## src/rtl/uart_rx_deserializer.sv

```systemverilog
// uart_rx_deserializer: oversampled UART receiver, LSB first; `define RX_PARITY_EN adds an even-parity bit.
// d_ready pulses one clk after the stop-bit mid-sample; no backpressure, outputs hold until the next frame.
module uart_rx_deserializer #(
  parameter int WIDTH      = 8,
  parameter int OVERSAMPLE = 16
) (
  input  logic             clk,
  input  logic             rst,
  input  logic             baud_tick,
  input  logic             rx,
  output logic [WIDTH-1:0] d_out,
  output logic             d_ready,
  output logic             p_error,
  output logic             f_error,
  output logic             busy
);

  localparam int CW = $clog2(OVERSAMPLE);
  localparam int BW = $clog2(WIDTH + 1);
  localparam logic [CW-1:0] MID_START = CW'(OVERSAMPLE / 2 - 1);
  localparam logic [CW-1:0] MID_BIT   = CW'(OVERSAMPLE - 1);
  localparam logic [BW-1:0] LAST_BIT  = BW'(WIDTH - 1);

  typedef enum logic [2:0] {
    S_IDLE,
    S_START,
    S_DATA,
`ifdef RX_PARITY_EN
    S_PARITY,
`endif
    S_STOP
  } state_t;

  state_t           r_state;
  state_t           w_state_nxt;
  logic             r_rx_meta;
  logic             r_rx_s;
  logic [CW-1:0]    r_tick_cnt;
  logic [BW-1:0]    r_bit_cnt;
  logic [WIDTH-1:0] r_shift;
  logic             r_armed;
  logic [WIDTH-1:0] r_dout;
  logic             r_dready;
  logic             r_ferr;
  logic             r_busy;
  logic             w_mid_start;
  logic             w_mid_bit;
  logic             w_cnt_clr;
  logic             w_shift_en;
  logic             w_done;
`ifdef RX_PARITY_EN
  logic             w_par_cap;
  logic             r_perr_pend;
  logic             r_perr;
`endif

  assign w_mid_start = baud_tick && (r_tick_cnt == MID_START);
  assign w_mid_bit   = baud_tick && (r_tick_cnt == MID_BIT);

  always_ff @(posedge clk) begin
    if (rst) begin
      r_rx_meta <= 1'b1;
      r_rx_s    <= 1'b1;
    end else begin
      r_rx_meta <= rx;
      r_rx_s    <= r_rx_meta;
    end
  end

  always_ff @(posedge clk) begin
    if (rst) begin
      r_state <= S_IDLE;
      r_busy  <= 1'b0;
    end else begin
      r_state <= w_state_nxt;
      r_busy  <= (w_state_nxt != S_IDLE);
    end
  end

  always_comb begin
    w_state_nxt = r_state;
    w_cnt_clr   = 1'b0;
    w_shift_en  = 1'b0;
    w_done      = 1'b0;
`ifdef RX_PARITY_EN
    w_par_cap   = 1'b0;
`endif
    case (r_state)
      S_IDLE: begin
        if (baud_tick && r_armed && !r_rx_s) begin
          w_state_nxt = S_START;
          w_cnt_clr   = 1'b1;
        end
      end
      S_START: begin
        // Realign the counter at the start-bit centre so data samples land mid-bit.
        if (w_mid_start) begin
          w_cnt_clr   = 1'b1;
          w_state_nxt = r_rx_s ? S_IDLE : S_DATA;
        end
      end
      S_DATA: begin
        if (w_mid_bit) begin
          w_shift_en = 1'b1;
          if (r_bit_cnt == LAST_BIT) begin
`ifdef RX_PARITY_EN
            w_state_nxt = S_PARITY;
`else
            w_state_nxt = S_STOP;
`endif
          end
        end
      end
`ifdef RX_PARITY_EN
      S_PARITY: begin
        if (w_mid_bit) begin
          w_par_cap   = 1'b1;
          w_state_nxt = S_STOP;
        end
      end
`endif
      S_STOP: begin
        if (w_mid_bit) begin
          w_done      = 1'b1;
          w_state_nxt = S_IDLE;
        end
      end
      default: w_state_nxt = S_IDLE;
    endcase
  end

  always_ff @(posedge clk) begin
    if (rst) begin
      r_tick_cnt <= '0;
      r_bit_cnt  <= '0;
    end else begin
      if (w_cnt_clr) begin
        r_tick_cnt <= '0;
      end else if (baud_tick) begin
        r_tick_cnt <= (r_tick_cnt == MID_BIT) ? '0 : r_tick_cnt + CW'(1);
      end
      if (w_cnt_clr) begin
        r_bit_cnt <= '0;
      end else if (w_shift_en) begin
        r_bit_cnt <= r_bit_cnt + BW'(1);
      end
    end
  end

  always_ff @(posedge clk) begin
    if (rst) begin
      r_shift <= '0;
    end else if (w_shift_en) begin
      r_shift <= {r_rx_s, r_shift[WIDTH-1:1]};
    end
  end

  // A low stop bit disarms start detection until the line has been seen high again.
  always_ff @(posedge clk) begin
    if (rst) begin
      r_armed <= 1'b1;
    end else if (w_done) begin
      r_armed <= r_rx_s;
    end else if ((r_state == S_IDLE) && baud_tick && r_rx_s) begin
      r_armed <= 1'b1;
    end
  end

`ifdef RX_PARITY_EN
  always_ff @(posedge clk) begin
    if (rst) begin
      r_perr_pend <= 1'b0;
      r_perr      <= 1'b0;
    end else begin
      if (w_par_cap) begin
        r_perr_pend <= (r_rx_s != (^r_shift));
      end
      if (w_done) begin
        r_perr <= r_perr_pend;
      end
    end
  end

  assign p_error = r_perr;
`else
  assign p_error = 1'b0;
`endif

  always_ff @(posedge clk) begin
    if (rst) begin
      r_dout   <= '0;
      r_dready <= 1'b0;
      r_ferr   <= 1'b0;
    end else begin
      r_dready <= w_done;
      if (w_done) begin
        r_dout <= r_shift;
        r_ferr <= ~r_rx_s;
      end
    end
  end

  assign d_out   = r_dout;
  assign d_ready = r_dready;
  assign f_error = r_ferr;
  assign busy    = r_busy;

endmodule

```

## config.mk

```make
export PLATFORM = sky130hd
export DESIGN_NAME = uart_rx_deserializer
export DESIGN_NICKNAME = d
export VERILOG_FILES = /design/src/rtl/uart_rx_deserializer.sv
export SDC_FILE = /design/constraint.sdc
export NUM_CORES = 1
export LEC_CHECK = 0
export CAP_MARGIN = 40
export CORE_MARGIN = 1
export CORE_UTILIZATION = 48
export DETAILED_ROUTE_END_ITERATION = 6
export PLACE_DENSITY = 0.73
export SLEW_MARGIN = 20
export SYNTH_ARGS = -nofsm -noshare
export SYNTH_HDL_FRONTEND = slang
export SYNTH_SLANG_ARGS = --single-unit
```

## constraint.sdc

```tcl
create_clock -name clk -period 1.7 [get_ports clk]
set_clock_uncertainty 0.05 [all_clocks]
set_input_delay 0.34 -clock clk [delete_from_list [all_inputs] [get_ports clk]]
set_output_delay 0.34 -clock clk [all_outputs]
set_load 0.01 [all_outputs]
```

==> results of run 1 <==
-- layout by cell type (no fill, tap or decap), types with 3 or more instances in the layout --
cell and n:
dfxtp_1 31, nor2_1 24, mux2i_1 17, buf_4 17, clkdlybuf4s50_1 13, nand2_1 6
clkbuf_4 5, xnor2_1 4, nor3_1 3, a211oi_1 3, a21oi_1 3, nor4_1 3
clkbuf_1 3
-- state kept, by name, summed over array words and instances, names as in the netlist --
name,flops
r_bit_cnt,4
d_out,8
r_shift,8
r_tick_cnt,4
d_ready,1
r_rx_meta,1
r_state,3
r_rx_s,1
r_armed,1
busy,1
f_error,1
-- area by class of cell --
class / count / area, µm² / area share (%)
sequential: 33 / 663 / 39.4
tap: 30 / 37.5 / 2.23
multi-input combinational: 90 / 628 / 37.3
inverter: 2 / 7.51 / 0.446
timing repair buffer: 33 / 298 / 17.7
clock buffer: 8 / 48.8 / 2.90
-- power groups by stage --
stage / logic, W / registers, W / clock network, W
floorplan: 0.0000349 / 0.000805 / 0
global placement: 0.0000562 / 0.000803 / 0
detailed placement: 0.0000580 / 0.000803 / 0
CTS: 0.0000595 / 0.000785 / 0.000411
global route: 0.0000724 / 0.000788 / 0.000452
finish: 0.0000658 / 0.000787 / 0.000404
-- repair_timing --
action,4_1_cts,5_1_grt
endpoints found under the setup margin,9,18
resized for setup,4,9
setup buffers,0,2
pin swaps,1,2
-- final timing paths --
check,endpoint,from
setup reg to reg,d_out[3],r_tick_cnt[0]
hold reg to reg,r_rx_s,r_rx_meta
hold / removal,r_rx_s,r_rx_meta
setup / recovery,d_out[3],r_tick_cnt[0]
-- critical path: cells and delay by family, from the launching register on --
family	cells	cell delay, ns
simple gates	3	0.61
flops	1	0.35
fa+ha+maj	1	0.18
mux	1	0.18
buf+inv	1	0.16
-- cells by family after synthesis --
logic type	after synthesis	synth area share, %
AND/OR/NAND/NOR	52	20.1
flip-flops	33	50.4
multiplexers	19	14.6
buffers and inverters	11	4.49
AO/OA/AOI/OAI	10	4.87
XOR/XNOR	5	3.34
adder cells (fa/ha/maj)	2	1.91
other	1	0.286
-- layer usage --
| layer | wire length, µm | vias to the layer above |
|---|---|---|
| met1 | 1200 | 485 |
| met4 | 29 | 0 |
| met2 | 1200 | 15 |
| met3 | 83 | 5 |
| met5 | 0 | - |
| li1 | - | 517 |
-- metrics by stage --
stage          hold slack, ns  TNS [ns]
3_3_place_gp            0.354     -7.94
2_1_floorplan           0.339         0
5_1_grt                 0.391   -0.0119
3_5_place_dp            0.355     -9.64
6_report                0.379         0
4_1_cts                 0.382         0
==> impl_metrics.yaml, run 1 <==
outcome:
  status: "finished, final reports clean"
route:
  via_count: 1022
  ant_nets: 0
  first_pass_iters: 4
  drc: 0
  post_drt_wl_per_cell_um: 12.8
  drt_iter0_drc: 11
  vias_per_cell: 5.21
  drt-total-wl_um: 2510
layout:
  fin_util_pct: 66.7
  stdcell_count: 196
  stdcell_area_um2: 1680
  fin_nets: 171
  fill_cells: 205
  diodes: 0
  areaGrowthSynthToFinish_pct: 28.5
  drive_above_1_share_pct: 22.3
placed_design:
  pre_cts_ws_ns: -0.461
  place_hpwl_um: 1640
  port_buffers: 14
  gp_congestion: 0.785
  placed_cells: 186
  placed_area_um2: 1570
power_and_ir_drop:
  switchingPower_w: 0.000277
  pwr-share-clk_pct: 32.2
  finalPower_w: 0.00126
  leakage_nw: 0.668
  power_frac_comb_pct: 5.2
  powerDensity_nw_per_um2: 747
  seqPwrFrac_pct: 62.6
  internal_power_w: 0.000979
  swShare_pct: 22.1
  ir_worst_vdd_mv: 0.734
global_routing:
  grt_pass1_wl_um: 3820
  grt-busiest-layer: "met2"
  grt_max_degree: 26
  antenna_found_initial: 0
  grt-ovfl-total: 0
  met3_usage_pct: 5.83
  grt_use_met1_pct: 23.1
  grt_use_total_pct: 18.5
  grt_pass1_vias: 878
  grt_util_met2_pct: 29.3
yosys:
  synth_most_common_cell: "dfxtp_1"
  yosysSeqAreaShare_pct: 50.4
  async_reset_ff_share_pct: 0
  synthTopCellsByArea: "dfxtp_1 50%, mux2i_1 14%, nor2_1 6.9%"
  syn_area_per_cell_um2: 9.85
  syn_area_um2: 1310
  synth_top_area_share_pct: 50.4
  yosysWarnings: 0
  synth_top_flop_cell: "dfxtp_1"
  synth.largest_area_cell: "dfxtp_1"
  ys_types: 32
  synthCells: 133
  synth-edff-count: 0
  yosys-top-cells-count: "33 x dfxtp_1, 24 x nor2_1, 18 x mux2i_1"
  ys_ff_latch: 33
sta:
  post-route-min-period_ns: 1.64
  drv_slew: 0
  setup_ws_ns: 0.0613
  max_freq_ghz: 0.610
  finalHoldViolations: 0
  finalCritPeriodShare_pct: 96.4
  setup_viol: 0
setup_path:
  r2r_slack_ns: 0.06
  crit_slowest_cell: "or3_4"
  reg2reg_depth: 6
  cp.required_ns: 1.86
  critPathKind: "reg2reg"
  cpPeakStageDelay_ns: 0.44
  cp-start-kind: "flip-flop"
  crit_fanout: 10
  path_cells: "ha_2, nand3_2, or3_4, buf_12, mux2i_2, nor2_1"
  worst_setup_path_end_kind: "flip-flop"
  cp.arrival_ns: 1.80
die:
  fp.dieArea_um2: 2940
  die_width_um: 54.2
  row_count: 18
  start_util_pct: 51.9
  fp.dieH_um: 54.2
  core_um2: 2520
  ios: 16
min_path:
  holdPathStages: 1
  hp-class: "reg2reg"
clocking:
  cts_tree: "built"
  root_buffer: "clkbuf_4"
  cts_buffer_depth: 2
  worstSkewPairLatency_ns: 0.32
  clock-sinks: 33
  htreeDepth: 2
  clk_pin_slew_ns: 0.09
  cts_hold_buf: 0
  cts_buffers: 5
job:
  maxCapViolCount: 0
No activity file was read; power rests on OpenSTA's default activity.
==> run 2, diff against run 1 <==
- CORE_UTILIZATION: 48 -> 57
- PLACE_DENSITY: 0.73 -> 0.81
- clock period: 1.7 -> 1.9 ns (I/O delays scaled with it)
==> run 2 against run 1 <==
Compared with the run above: sequential share of layout area increased by 3.3 points; register-to-register slack gained 0.09 ns; sequential power is 10% lower; flip-flop and latch count is the same; critical path depth shrank 1; die area down 15%; core utilization up 8.4 points; highest routed layer unchanged.
==> impl_metrics.yaml, run 2 (same netlist as run 1, synthesis figures left out) <==
outcome:
  status: "finished, final reports clean"
power_and_ir_drop:
  power_frac_comb_pct: 3.8
  seqPwrFrac_pct: 65.0
  ir_worst_vdd_mv: 0.566
  switchingPower_w: 0.000240
  leakage_nw: 0.604
  swShare_pct: 22.1
  powerDensity_nw_per_um2: 701
  pwr-share-clk_pct: 31.2
  internal_power_w: 0.000846
min_path:
  hp-class: "reg2reg"
  min-delay-start: "r_rx_meta"
  holdPathStages: 1
  hold_path_end: "r_rx_s"
setup_path:
  path_cells: "clkdlybuf4s50_1, or4b_4, nor3b_2, or3_1, nor2_1"
  reg2reg_depth: 7
  cp.arrival_ns: 1.93
  critPathKind: "in2reg"
  r2r-end: "busy"
  cpPeakStageDelay_ns: 0.49
  r2r_start: "r_tick_cnt[1]"
  crit_slowest_cell: "clkdlybuf4s50_1"
  cp.required_ns: 2.07
  cp-start-kind: "input port"
  r2r_slack_ns: 0.15
  crit_fanout: 7
  worst_setup_path_end_kind: "flip-flop"
global_routing:
  grt-ovfl-total: 0
  grt_pass1_vias: 960
  grt_use_total_pct: 21.6
  grt_max_degree: 26
  antenna_found_initial: 0
  grt_pass1_wl_um: 3930
placed_design:
  placed_cells: 172
  place_hpwl_um: 1600
  gp_congestion: 0.878
  port_buffers: 14
layout:
  final_cell_mix: "32 x dfxtp_1, 24 x nor2_1, 18 x mux2i_1"
  areaGrowthSynthToFinish_pct: 18.2
  drive_above_1_share_pct: 13.9
  fin_util_pct: 75.1
  fin_nets: 158
  final_common_cell: "dfxtp_1"
  diodes: 0
  stdcell_count: 178
  fill_cells: 153
route:
  drt_iter0_drc: 13
  drt-total-wl_um: 2310
  ant_nets: 0
  first_pass_iters: 4
  drc: 0
  vias_per_cell: 5.47
  post_drt_wl_per_cell_um: 13.0
  via_count: 974
sta:
  post-route-min-period_ns: 1.76
  setup_tns_ns: 0
  finalHoldViolations: 0
  finalCritPeriodShare_pct: 92.9
  max_freq_ghz: 0.567
  drv_slew: 0
  finalHoldWorstSlack_ns: 0.389
  setup_viol: 0
  rsz0062_at_grt: "false"
die:
  start_util_pct: 63.5
  ios: 16
  row_count: 16
  die_width_um: 49.9
  core_um2: 2060
  fp.dieH_um: 49.9
  fp.dieArea_um2: 2490
clocking:
  clock-sinks: 33
  cts_buffers: 5
  cts_setup_buffers: 0
  cts_tree: "built"
  cts_buffer_depth: 2
  clk_pin_slew_ns: 0.09
  root_buffer: "clkbuf_4"
  htreeDepth: 2
  worstSkewPairLatency_ns: 0.33
job:
  maxCapViolCount: 0
-- run 2: cell types whose count changed in the layout (fill, tap and decap cells not counted), sizes merged --
cell / change
clkdlybuf4s50: +1
clkinv: +1
buf: -13
clkbuf: -3
dlygate4sd2: -1
-- run 2: how the worst max path moves through the flow --
stage	depth (start not counted)	end	start
after floorplan	5	r_armed	r_tick_cnt[0]
after global placement	5	r_bit_cnt[1]	baud_tick
after detailed placement	5	r_tick_cnt[0]	baud_tick
after CTS	6	d_out[3]	r_tick_cnt[0]
after global routing	7	r_shift[0]	r_tick_cnt[1]
final	5	r_tick_cnt[0]	baud_tick
-- run 2: per-layer routing --
layer / routed length, µm / up-vias / GRT usage [%]
li1: - / 491 / -
met1: 1110 / 461 / 25.7
met2: 1060 / 18 / 34.0
met3: 113 / 4 / 9.26
met4: 36 / 0 / 8.57
met5: 0 / - / 0
-- run 2: cell type report --
| cell class | instances | area [µm²] | share of cell area, % |
|---|---|---|---|
| inverter | 2 | 7.51 | 0.485 |
| multi-input combinational | 90 | 602 | 38.9 |
| clock buffer | 5 | 37.5 | 2.42 |
| clock inverter | 1 | 5.00 | 0.323 |
| sequential | 33 | 662 | 42.7 |
| tap | 27 | 33.8 | 2.18 |
| timing repair buffer | 20 | 201 | 13.0 |
-- run 2: repair_timing --
item,in CTS,in global routing
setup endpoints to repair,0,17
gates resized for setup,0,4
hold buffers,0,0
-- run 2: worst max-delay path, delay by kind of cell --
kind	cells	cell delay, ns
buffers and inverters	1	0.49
and+or+nand+nor	4	1.07
-- run 2: through the flow --
stage / setup WS, ns / cell area (µm²) / total power (W)
2_1_floorplan: 0.189 / 1310 / 0.000751
3_3_place_gp: -0.184 / 1490 / 0.000761
3_5_place_dp: -0.218 / 1490 / 0.000763
4_1_cts: 0.107 / 1540 / 0.00111
5_1_grt: 0.0216 / 1550 / 0.00113
6_report: 0.136 / 1550 / 0.00109
-- run 2: power by group through the flow --
stage,sequential [W],combinational (W),clock [W]
after global routing,0.000708,0.0000464,0.000379
final,0.000706,0.0000412,0.000339
after detailed placement,0.000722,0.0000411,0
after global placement,0.000721,0.0000394,0
after floorplan,0.000720,0.0000310,0
after CTS,0.000706,0.0000414,0.000359
==> run 3, diff against run 2 <==
- SLEW_MARGIN: 20 -> not set
==> results of run 3 <==
The final DEF is identical to that of run 2; final timing and power are the same.
